$ cat config.mk
export PLATFORM = sky130hd
export DESIGN_NAME = instr_fetch_queue
export DESIGN_NICKNAME = d
export VERILOG_FILES = /design/src/rtl/instr_fetch_queue.sv
export SDC_FILE = /design/constraint.sdc
export NUM_CORES = 1
export LEC_CHECK = 0
export BUFFER_PORTS_ARGS = -buffer_cell sky130_fd_sc_hd__buf_2
export CORE_AREA = 2 2 206 208
export CTS_CLUSTER_SIZE = 10
export DETAILED_ROUTE_END_ITERATION = 7
export DIE_AREA = 0 0 208 210
export GPL_TIMING_DRIVEN = 0
export SETUP_SLACK_MARGIN = 0.4
export SYNTH_ARGS = -nofsm -noshare
export SYNTH_HDL_FRONTEND = slang
export SYNTH_SLANG_ARGS = --single-unit
export TNS_END_PERCENT = 100
$ cat constraint.sdc
create_clock -name Clk -period 29.4 [get_ports Clk]
set_clock_uncertainty 0.05 [all_clocks]
set_input_delay 2.94 -clock Clk [delete_from_list [all_inputs] [get_ports Clk]]
set_output_delay 2.94 -clock Clk [all_outputs]
set_load 0.03 [all_outputs]
$ cat src/rtl/instr_fetch_queue.sv
// Instruction fetch front end: PC ownership, req/ack memory fetch, circular prefetch queue.
// Optional macro IFQ_BYPASS_EN forwards a response straight to decode when the queue is empty.
module instr_fetch_queue #(
    parameter int          DEPTH    = 4,
    parameter logic [31:0] RESET_PC = 32'h0000_0000
) (
    input  logic        Clk,
    input  logic        Reset,
    output logic        mem_req,
    output logic [31:0] mem_addr,
    input  logic        mem_ack,
    input  logic [31:0] mem_rdata,
    output logic        instr_valid,
    output logic [31:0] instr_code,
    output logic [31:0] instr_pc,
    input  logic        instr_ready,
    input  logic        redirect,
    input  logic [31:0] redirect_pc
);

    localparam int AW = $clog2(DEPTH);
    localparam int CW = AW + 1;
    localparam logic [CW-1:0] DEPTH_C  = CW'(DEPTH);
    localparam logic [CW-1:0] CNT_ZERO = {CW{1'b0}};
    localparam logic [AW-1:0] PTR_ZERO = {AW{1'b0}};
    localparam logic [AW-1:0] PTR_ONE  = AW'(1);

    localparam logic [1:0] ST_IDLE = 2'd0;
    localparam logic [1:0] ST_REQ  = 2'd1;
    localparam logic [1:0] ST_DROP = 2'd2;

    logic [1:0]    state_q, state_d;
    logic          mem_req_q, mem_req_d;
    // addr_q is what the bus sees; pc_q is the next fetch target and only differs in DROP
    logic [31:0]   addr_q, addr_d;
    logic [31:0]   pc_q, pc_d;
    logic [CW-1:0] count_q, count_d;
    logic [AW-1:0] wr_q, wr_d, rd_q, rd_d;
    logic [31:0]   code_q [DEPTH];
    logic [31:0]   pcs_q  [DEPTH];

    logic          fire_s, bypass_s, push_s, pop_s, head_valid_s;
    logic [31:0]   target_s;
    logic          out_valid_s;
    logic [31:0]   out_code_s, out_pc_s;

    assign target_s     = {redirect_pc[31:2], 2'b00};
    assign fire_s       = (state_q == ST_REQ) & mem_ack;
    assign head_valid_s = (count_q != CNT_ZERO);

`ifdef IFQ_BYPASS_EN
    assign bypass_s = fire_s & ~redirect & ~head_valid_s;
`else
    assign bypass_s = 1'b0;
`endif

    assign push_s = fire_s & ~redirect & ~(bypass_s & instr_ready);
    assign pop_s  = head_valid_s & instr_ready & ~redirect;

    // Queue pointer and occupancy update; a redirect flushes everything
    always_comb begin
        wr_d    = wr_q;
        rd_d    = rd_q;
        count_d = count_q;
        if (redirect) begin
            wr_d    = PTR_ZERO;
            rd_d    = PTR_ZERO;
            count_d = CNT_ZERO;
        end else begin
            if (push_s) wr_d = wr_q + PTR_ONE;
            else        wr_d = wr_q;
            if (pop_s)  rd_d = rd_q + PTR_ONE;
            else        rd_d = rd_q;
            count_d = count_q + {{(CW-1){1'b0}}, push_s} - {{(CW-1){1'b0}}, pop_s};
        end
    end

    // Fetch FSM and address sequencing
    always_comb begin
        state_d = state_q;
        addr_d  = addr_q;
        pc_d    = pc_q;
        case (state_q)
            ST_IDLE: begin
                if (redirect) begin
                    addr_d = target_s;
                    pc_d   = target_s;
                end else if (count_d < DEPTH_C) begin
                    state_d = ST_REQ;
                end else begin
                    state_d = ST_IDLE;
                end
            end
            ST_REQ: begin
                if (redirect) begin
                    pc_d = target_s;
                    if (mem_ack) begin
                        addr_d  = target_s;
                        state_d = ST_REQ;
                    end else begin
                        state_d = ST_DROP;
                    end
                end else if (mem_ack) begin
                    addr_d  = addr_q + 32'd4;
                    pc_d    = addr_q + 32'd4;
                    state_d = (count_d < DEPTH_C) ? ST_REQ : ST_IDLE;
                end else begin
                    state_d = ST_REQ;
                end
            end
            ST_DROP: begin
                // The killed request still has to complete before the target is issued
                if (mem_ack) begin
                    addr_d  = redirect ? target_s : pc_q;
                    pc_d    = redirect ? target_s : pc_q;
                    state_d = (count_d < DEPTH_C) ? ST_REQ : ST_IDLE;
                end else if (redirect) begin
                    pc_d = target_s;
                end else begin
                    state_d = ST_DROP;
                end
            end
            default: begin
                state_d = ST_IDLE;
                addr_d  = pc_q;
            end
        endcase
        mem_req_d = (state_d != ST_IDLE);
    end

    // Control state registers
    always_ff @(posedge Clk or posedge Reset) begin
        if (Reset) begin
            state_q   <= ST_IDLE;
            mem_req_q <= 1'b0;
            addr_q    <= RESET_PC;
            pc_q      <= RESET_PC;
            count_q   <= CNT_ZERO;
            wr_q      <= PTR_ZERO;
            rd_q      <= PTR_ZERO;
        end else begin
            state_q   <= state_d;
            mem_req_q <= mem_req_d;
            addr_q    <= addr_d;
            pc_q      <= pc_d;
            count_q   <= count_d;
            wr_q      <= wr_d;
            rd_q      <= rd_d;
        end
    end

    // Queue storage
    always_ff @(posedge Clk or posedge Reset) begin
        if (Reset) begin
            for (int i = 0; i < DEPTH; i++) begin
                code_q[i] <= 32'h0000_0000;
                pcs_q[i]  <= 32'h0000_0000;
            end
        end else if (push_s) begin
            code_q[wr_q] <= mem_rdata;
            pcs_q[wr_q]  <= addr_q;
        end
    end

    // Head presentation; outputs are zero whenever nothing is valid
    always_comb begin
        out_valid_s = 1'b0;
        out_code_s  = 32'h0000_0000;
        out_pc_s    = 32'h0000_0000;
        if (head_valid_s) begin
            out_valid_s = 1'b1;
            out_code_s  = code_q[rd_q];
            out_pc_s    = pcs_q[rd_q];
        end else if (bypass_s) begin
            out_valid_s = 1'b1;
            out_code_s  = mem_rdata;
            out_pc_s    = addr_q;
        end else begin
            out_valid_s = 1'b0;
        end
    end

    assign mem_req     = mem_req_q;
    assign mem_addr    = addr_q;
    assign instr_valid = out_valid_s;
    assign instr_code  = out_code_s;
    assign instr_pc    = out_pc_s;

endmodule

# Word-level counts from Yosys, hierarchy flattened
# Cells that the tools add are included.
[totals]
regBits = 330
inputBits = 69
out_inout_bits = 98
wordCells = 82
[op_classes]
addsub = 5
magnitude_cmp = 4
n_eq_ne = 6
mux = 35
n_bitwise = 7
n_reduce_logical = 10
[ops]
columns = ["op", "n"]
rows = [
  ["two-way mux 32 bit", 14],
  ["bitwise mux 128 bit", 2],
  ["binary-select mux 32 bit (select 2 bit)", 2],
  ["case mux 32 bit (3 select lines)", 1],
  ["demux 32 bit (select 2 bit)", 1],
  ["case mux 32 bit (2 select lines)", 1],
  ["adder 32 x 3 -> 32 bit (second input constant)", 1],
  ["two-way mux 2 bit", 10],
  ["nonzero test 2 bit", 4],
  ["greater-or-equal comparator 3 bit (second input constant)", 2],
  ["inequality test 2 bit (second input constant)", 3],
  ["inverter 2 -> 3 bit", 2],
  ["case mux 2 bit (3 select lines)", 1],
  ["adder 2 x 1 -> 2 bit (second input constant)", 2],
  ["AND 1 bit", 4],
  ["adder 3 x 1 -> 3 bit", 1],
  ["less-than comparator 3 x 1 -> 1 bit (second input constant)", 1],
  ["less-than comparator 3 bit (second input constant)", 1],
  ["two-way mux 3 bit", 1],
  ["inequality test 3 bit (second input constant)", 1],
  ["AND reduction 3 bit", 1],
  ["nonzero test 3 bit", 1],
  ["subtractor 3 x 1 -> 3 bit", 1],
  ["equality test 2 x 1 -> 1 bit (second input constant)", 1],
  ["other kinds (7)", 8],
]

# Logic depth before layout (Yosys ltp)
[depth]
word_depth = 12
mapped_depth = 15
ltp_nobuf = 14

# Least setup slack after synthesis
# No wires, ideal clock.
[synth_timing]
kind = "input port to flip-flop"
from = "input redirect"
to = "register mem_req_q (netlist: mem_req)"
setup_ps = 127
t_arrival_ps = 5357
required_time_ps = 29223
path_slack_ps = 23865
cell_stages = 14
n_path_buf = 1
cell_sequence = "nand2b_1 > nor2_4 > inv_1 > clkbuf_1 > ha_1 > inv_1 > ha_1 > inv_1 > fa_1 > xor2_1 > xnor2_1 > o21ai_0 > o21ai_0 > or2_2"
[synth_via]
elab_chain_cells = 11
elab_cells_between_ends = 15
cone_classes = "add/sub (2); order compare (1); mux (8); bitwise (3); reduce/logical (1)"
[synth_lines]
columns = ["item", "line_no", "source"]
rows = [
  ["start, declared", "17", "input logic redirect,"],
  ["inverter 1 bit", "57, 58", ""],
  ["AND 1 bit", "57", "assign push_s = fire_s & ~redirect & ~(bypass_s & instr_ready);"],
  ["adder 3 x 1 -> 3 bit", "74", "count_d = count_q + {{(CW-1){1'b0}}, push_s} - {{(CW-1){1'b0}}, pop_s};"],
  ["subtractor 3 x 1 -> 3 bit", "74", ""],
  ["two-way mux 3 bit", "65", "if (redirect) begin"],
  ["less-than comparator 3 bit", "88, 106, 116", ""],
  ["two-way mux 1 bit", "88, 106, 116", ""],
  ["two-way mux 2 bit", "103", "end else if (mem_ack) begin"],
  ["two-way mux 2 bit", "95", "if (redirect) begin"],
  ["case mux 2 bit (3 select lines) (*)", "83", "case (state_q)"],
  ["net state_d[0]", "32", "logic [1:0] state_q, state_d;"],
  ["nonzero test 2 bit (*)", "128", "mem_req_d = (state_d != ST_IDLE);"],
  ["net mem_req_d", "33", "logic mem_req_q, mem_req_d;"],
  ["end signal, assigned", "143", "mem_req_q <= mem_req_d;"],
  ["end, declared", "33", ""],
]
# The timed path passes the listed nets; every way through them passes the cells marked *.
# A chain may end at the register's enable or synchronous reset.

# Final worst setup path
# Ends and elaborated chain as after synthesis.

==> summary.txt <==
Floorplanning
  • Initial Util: 39.6%
  • Floorplan die height: between 200 and 250 µm
  • Die width: 208 µm
  • Die Area: 43700 µm²
  • Row cnt: 75
  • Core ar.: ~41000 µm²
  • Io pins: 167

Setup path
  • WP data arrival: 6.74 ns
  • Most frequent CP cell: inv_1
  • Worst path cell trace: buf_2 -> nand2b_1 -> nor2_4 -> inv_1 -> clkbuf_1 -> ha_1 -> inv_1 -> ha_1 -> inv_1 -> fa_1 -> xor2_1 -> xnor2_1 -> a21oi_1 -> o21ai_0 -> or2_2
  • Critical path buffers and inverters: 5
  • CP max stage delay: 0.53 ns
  • Worst path required time: 29.85 ns
  • CP max FO: 10
  • Crit path max-delay family: adder cells
  • Crit path max-delay cell type: xnor2_1
  • Setup CP Type: in2reg
  • CP startpoint kind: input port
  • CP Capture Type: flip-flop

Final layout
  • Nets: about 1600
  • Multi-input logic area: approximately 7500 µm²
  • Finished Layout Cells: 2040
  • Area occupied by registers: 8260 µm²
  • Layout cell share with drive strength beyond 1: 40.7%
  • Area grow syn2layout: 16.4%
  • Design Area, Final: 19100 µm²
  • Layout fillers: 3835

Global route
  • Total GRT Usage: about a fifth
  • GR Overflow Total: 0
  • First-pass GRT wire length: ~70 mm
  • Vias in the first global route: 11600
  • Largest net degree at the start of global routing: 130
  • Initial antenna violation count: 1

Drt
  • DRC: 0
  • Routed wire length: between 40 and 50 mm
  • Via/cell ratio: 5.65
  • WL per Instance: 22.3 µm
  • Drt pass-1 iters: 7
  • Vias: 11500
  • Post-route ant nets: 0
  • DR iter-0 viols: 896

Clock tree
  • Root Buffer: clkbuf_16
  • # resized after CTS: 0
  • Clock buffer count from CTS: 40
  • Hold-fix buffers, CTS: 0
  • Clock transition at the registers of the reported paths: 0.05 ns
  • Post-CTS Setup Inserts: 0
  • Clock buffer depth: 3
  • CTS tree: done
  • Clk_lat worst skew: 0.57 ns
  • H-tree depth: 2
  • Clk sinks: 330

Logic synthesis
  • Ys flop type: dfrtp_1
  • Post-synth top area share: 50.2%
  • Synthesized cell area: 16400 µm²
  • Synth async-reset ratio: 100%
  • Seq/Total Area, Yosys: 50.2%
  • Synth area leader: dfrtp_1
  • Flops & latches, synth: 330
  • Syn avg cell area: 12.9 µm²
  • Synth cell types: 83
  • Post-synth EDFFs: 0
  • Ys Warns: 0
  • Synth Instances: 1277
  • Syn_nets: 1354
  • Synth top area cells: dfrtp_1 50%, mux2_2 16%, mux4_2 8.8%, and2_1 2.5%, o21ai_0 1.8%

Flow run
  • Max Cap Viol: 0

Hold path
  • Hold Crit Class: reg2reg

Pwr
  • Pwr/cell area: between 100 and 150 nW/µm²
  • Overall Power: around 2.0 mW
  • P_leak: 8.76 nW
  • Worst vdd ir: 70.8 µV

Placed design
  • Gp weighted congestion: 0.951
  • Port buffer count: ~160
  • Dpl cells: 1982
  • Post-DP HPWL: 31.8 mm
  • Placed cell areas: 18000 µm²

Status
  • Status: finished, final reports clean

Timing
  • Final hold violation count: 0
  • RSZ-0062 raised after global routing: no
  • Count of pins over their slew limit: 0
  • Final TNS setup: 0 ns
  • Setup violations, final: 0
  • Max-slew headroom: between 30 and 40%
  • Fmax: 0.159 GHz
  • Period utilization: 21.4%
  • Slew @ Worst Pin: about 0.96 ns
  • Tmin final: 6.29 ns
==> metal layers <==
metal | GRT usage, % | vias to the layer above | wire length [µm]
li1 | - | 5109 | -
met1 | 29.1 | 5933 | 20300
met2 | 32.9 | 395 | 20900
met3 | 3.56 | 87 | 2800
met4 | 7.90 | 0 | 1530
met5 | 0 | - | 0
==> cells by family (layout without fill, tap and decap cells) <==
logic type | count (synthesis) | count (layout) | share of synthesized area (%)
XOR/XNOR | 31 | 31 | 1.65
other | 0 | 1 | 0
multiplexers | 323 | 323 | 26.5
AND/OR/NAND/NOR | 249 | 249 | 8.42
AO/OA/AOI/OAI | 214 | 214 | 8.48
flip-flops | 330 | 330 | 50.2
buffers and inverters | 122 | 345 | 4.10
adder cells (fa/ha/maj) | 8 | 8 | 0.654
==> flip-flops by register name (all words and copies together) (netlist names), 2 cells and up <==
signal,cells
code_q,128
count_q,3
mem_addr,32
pc_q,32
pcs_q,128
rd_q,2
state_q,2
wr_q,2
==> cell usage after synthesis (13+ instances only) <==
library cell / number
nand2_1: 42
clkbuf_1: 37
a21oi_1: 43
xor2_1: 14
mux4_2: 64
mux2_1: 20
inv_1: 13
nand3_1: 19
mux2_2: 237
xnor2_1: 17
dfrtp_1: 330
nor2_1: 55
buf_2: 45
and2_1: 67
o22ai_1: 23
a22oi_1: 13
o21ai_0: 58
==> through the flow <==
step | utilization (%) | hold WS (ns) | worst slack [ns]
3_5_place_dp | 43.4 | 0.429 | 22.71
6_report | 46.2 | 0.436 | 23.11
3_3_place_gp | 43.3 | 0.418 | 13.40
5_1_grt | 46.2 | 0.455 | 23.08
4_1_cts | 46.2 | 0.441 | 23.25
2_1_floorplan | - | 0.401 | 17.27
==> where the power goes <==
| part | internal (mW) | switching, mW |
|---|---|---|
| combinational | 0.375 | 0.505 |
| clock | 0.262 | 0.188 |
| sequential | 0.617 | 0.0940 |
==> cell type report <==
| cell class | instances | area share, % |
|---|---|---|
| sequential | 330 | 43.1 |
| timing repair buffer | 166 | 4.57 |
| clock inverter | 3 | 0.137 |
| multi-input combinational | 825 | 39.2 |
| buffer | 107 | 3.23 |
| inverter | 15 | 0.333 |
| clock buffer | 54 | 5.83 |
| tap | 539 | 3.52 |
| antenna | 1 | 0.0131 |
==> cell usage in the layout (no fill, tap or decap), types with 43 or more instances in the layout <==
| master | instances |
|---|---|
| clkbuf_1 | 47 |
| a21oi_1 | 43 |
| dfrtp_1 | 330 |
| mux2_2 | 237 |
| buf_2 | 209 |
| and2_1 | 67 |
| nor2_1 | 55 |
| mux4_2 | 64 |
| o21ai_0 | 58 |
==> final timing paths <==
check | start | to | slack, ns | cells past startpoint
setup / recovery | redirect | mem_req | 23.11 | 15
hold / removal | pcs_q[111] | pcs_q[111] | 0.44 | 1
setup reg to reg | state_q[0] | mem_req | 25.17 | 15
hold reg to reg | pcs_q[111] | pcs_q[111] | 0.44 | 1
max in group asynchronous | Reset | pc_q[28] | 25.76 | 3
min in group asynchronous | Reset | pc_q[4] | 2.44 | 2
Power figures use the tool's default switching activity.
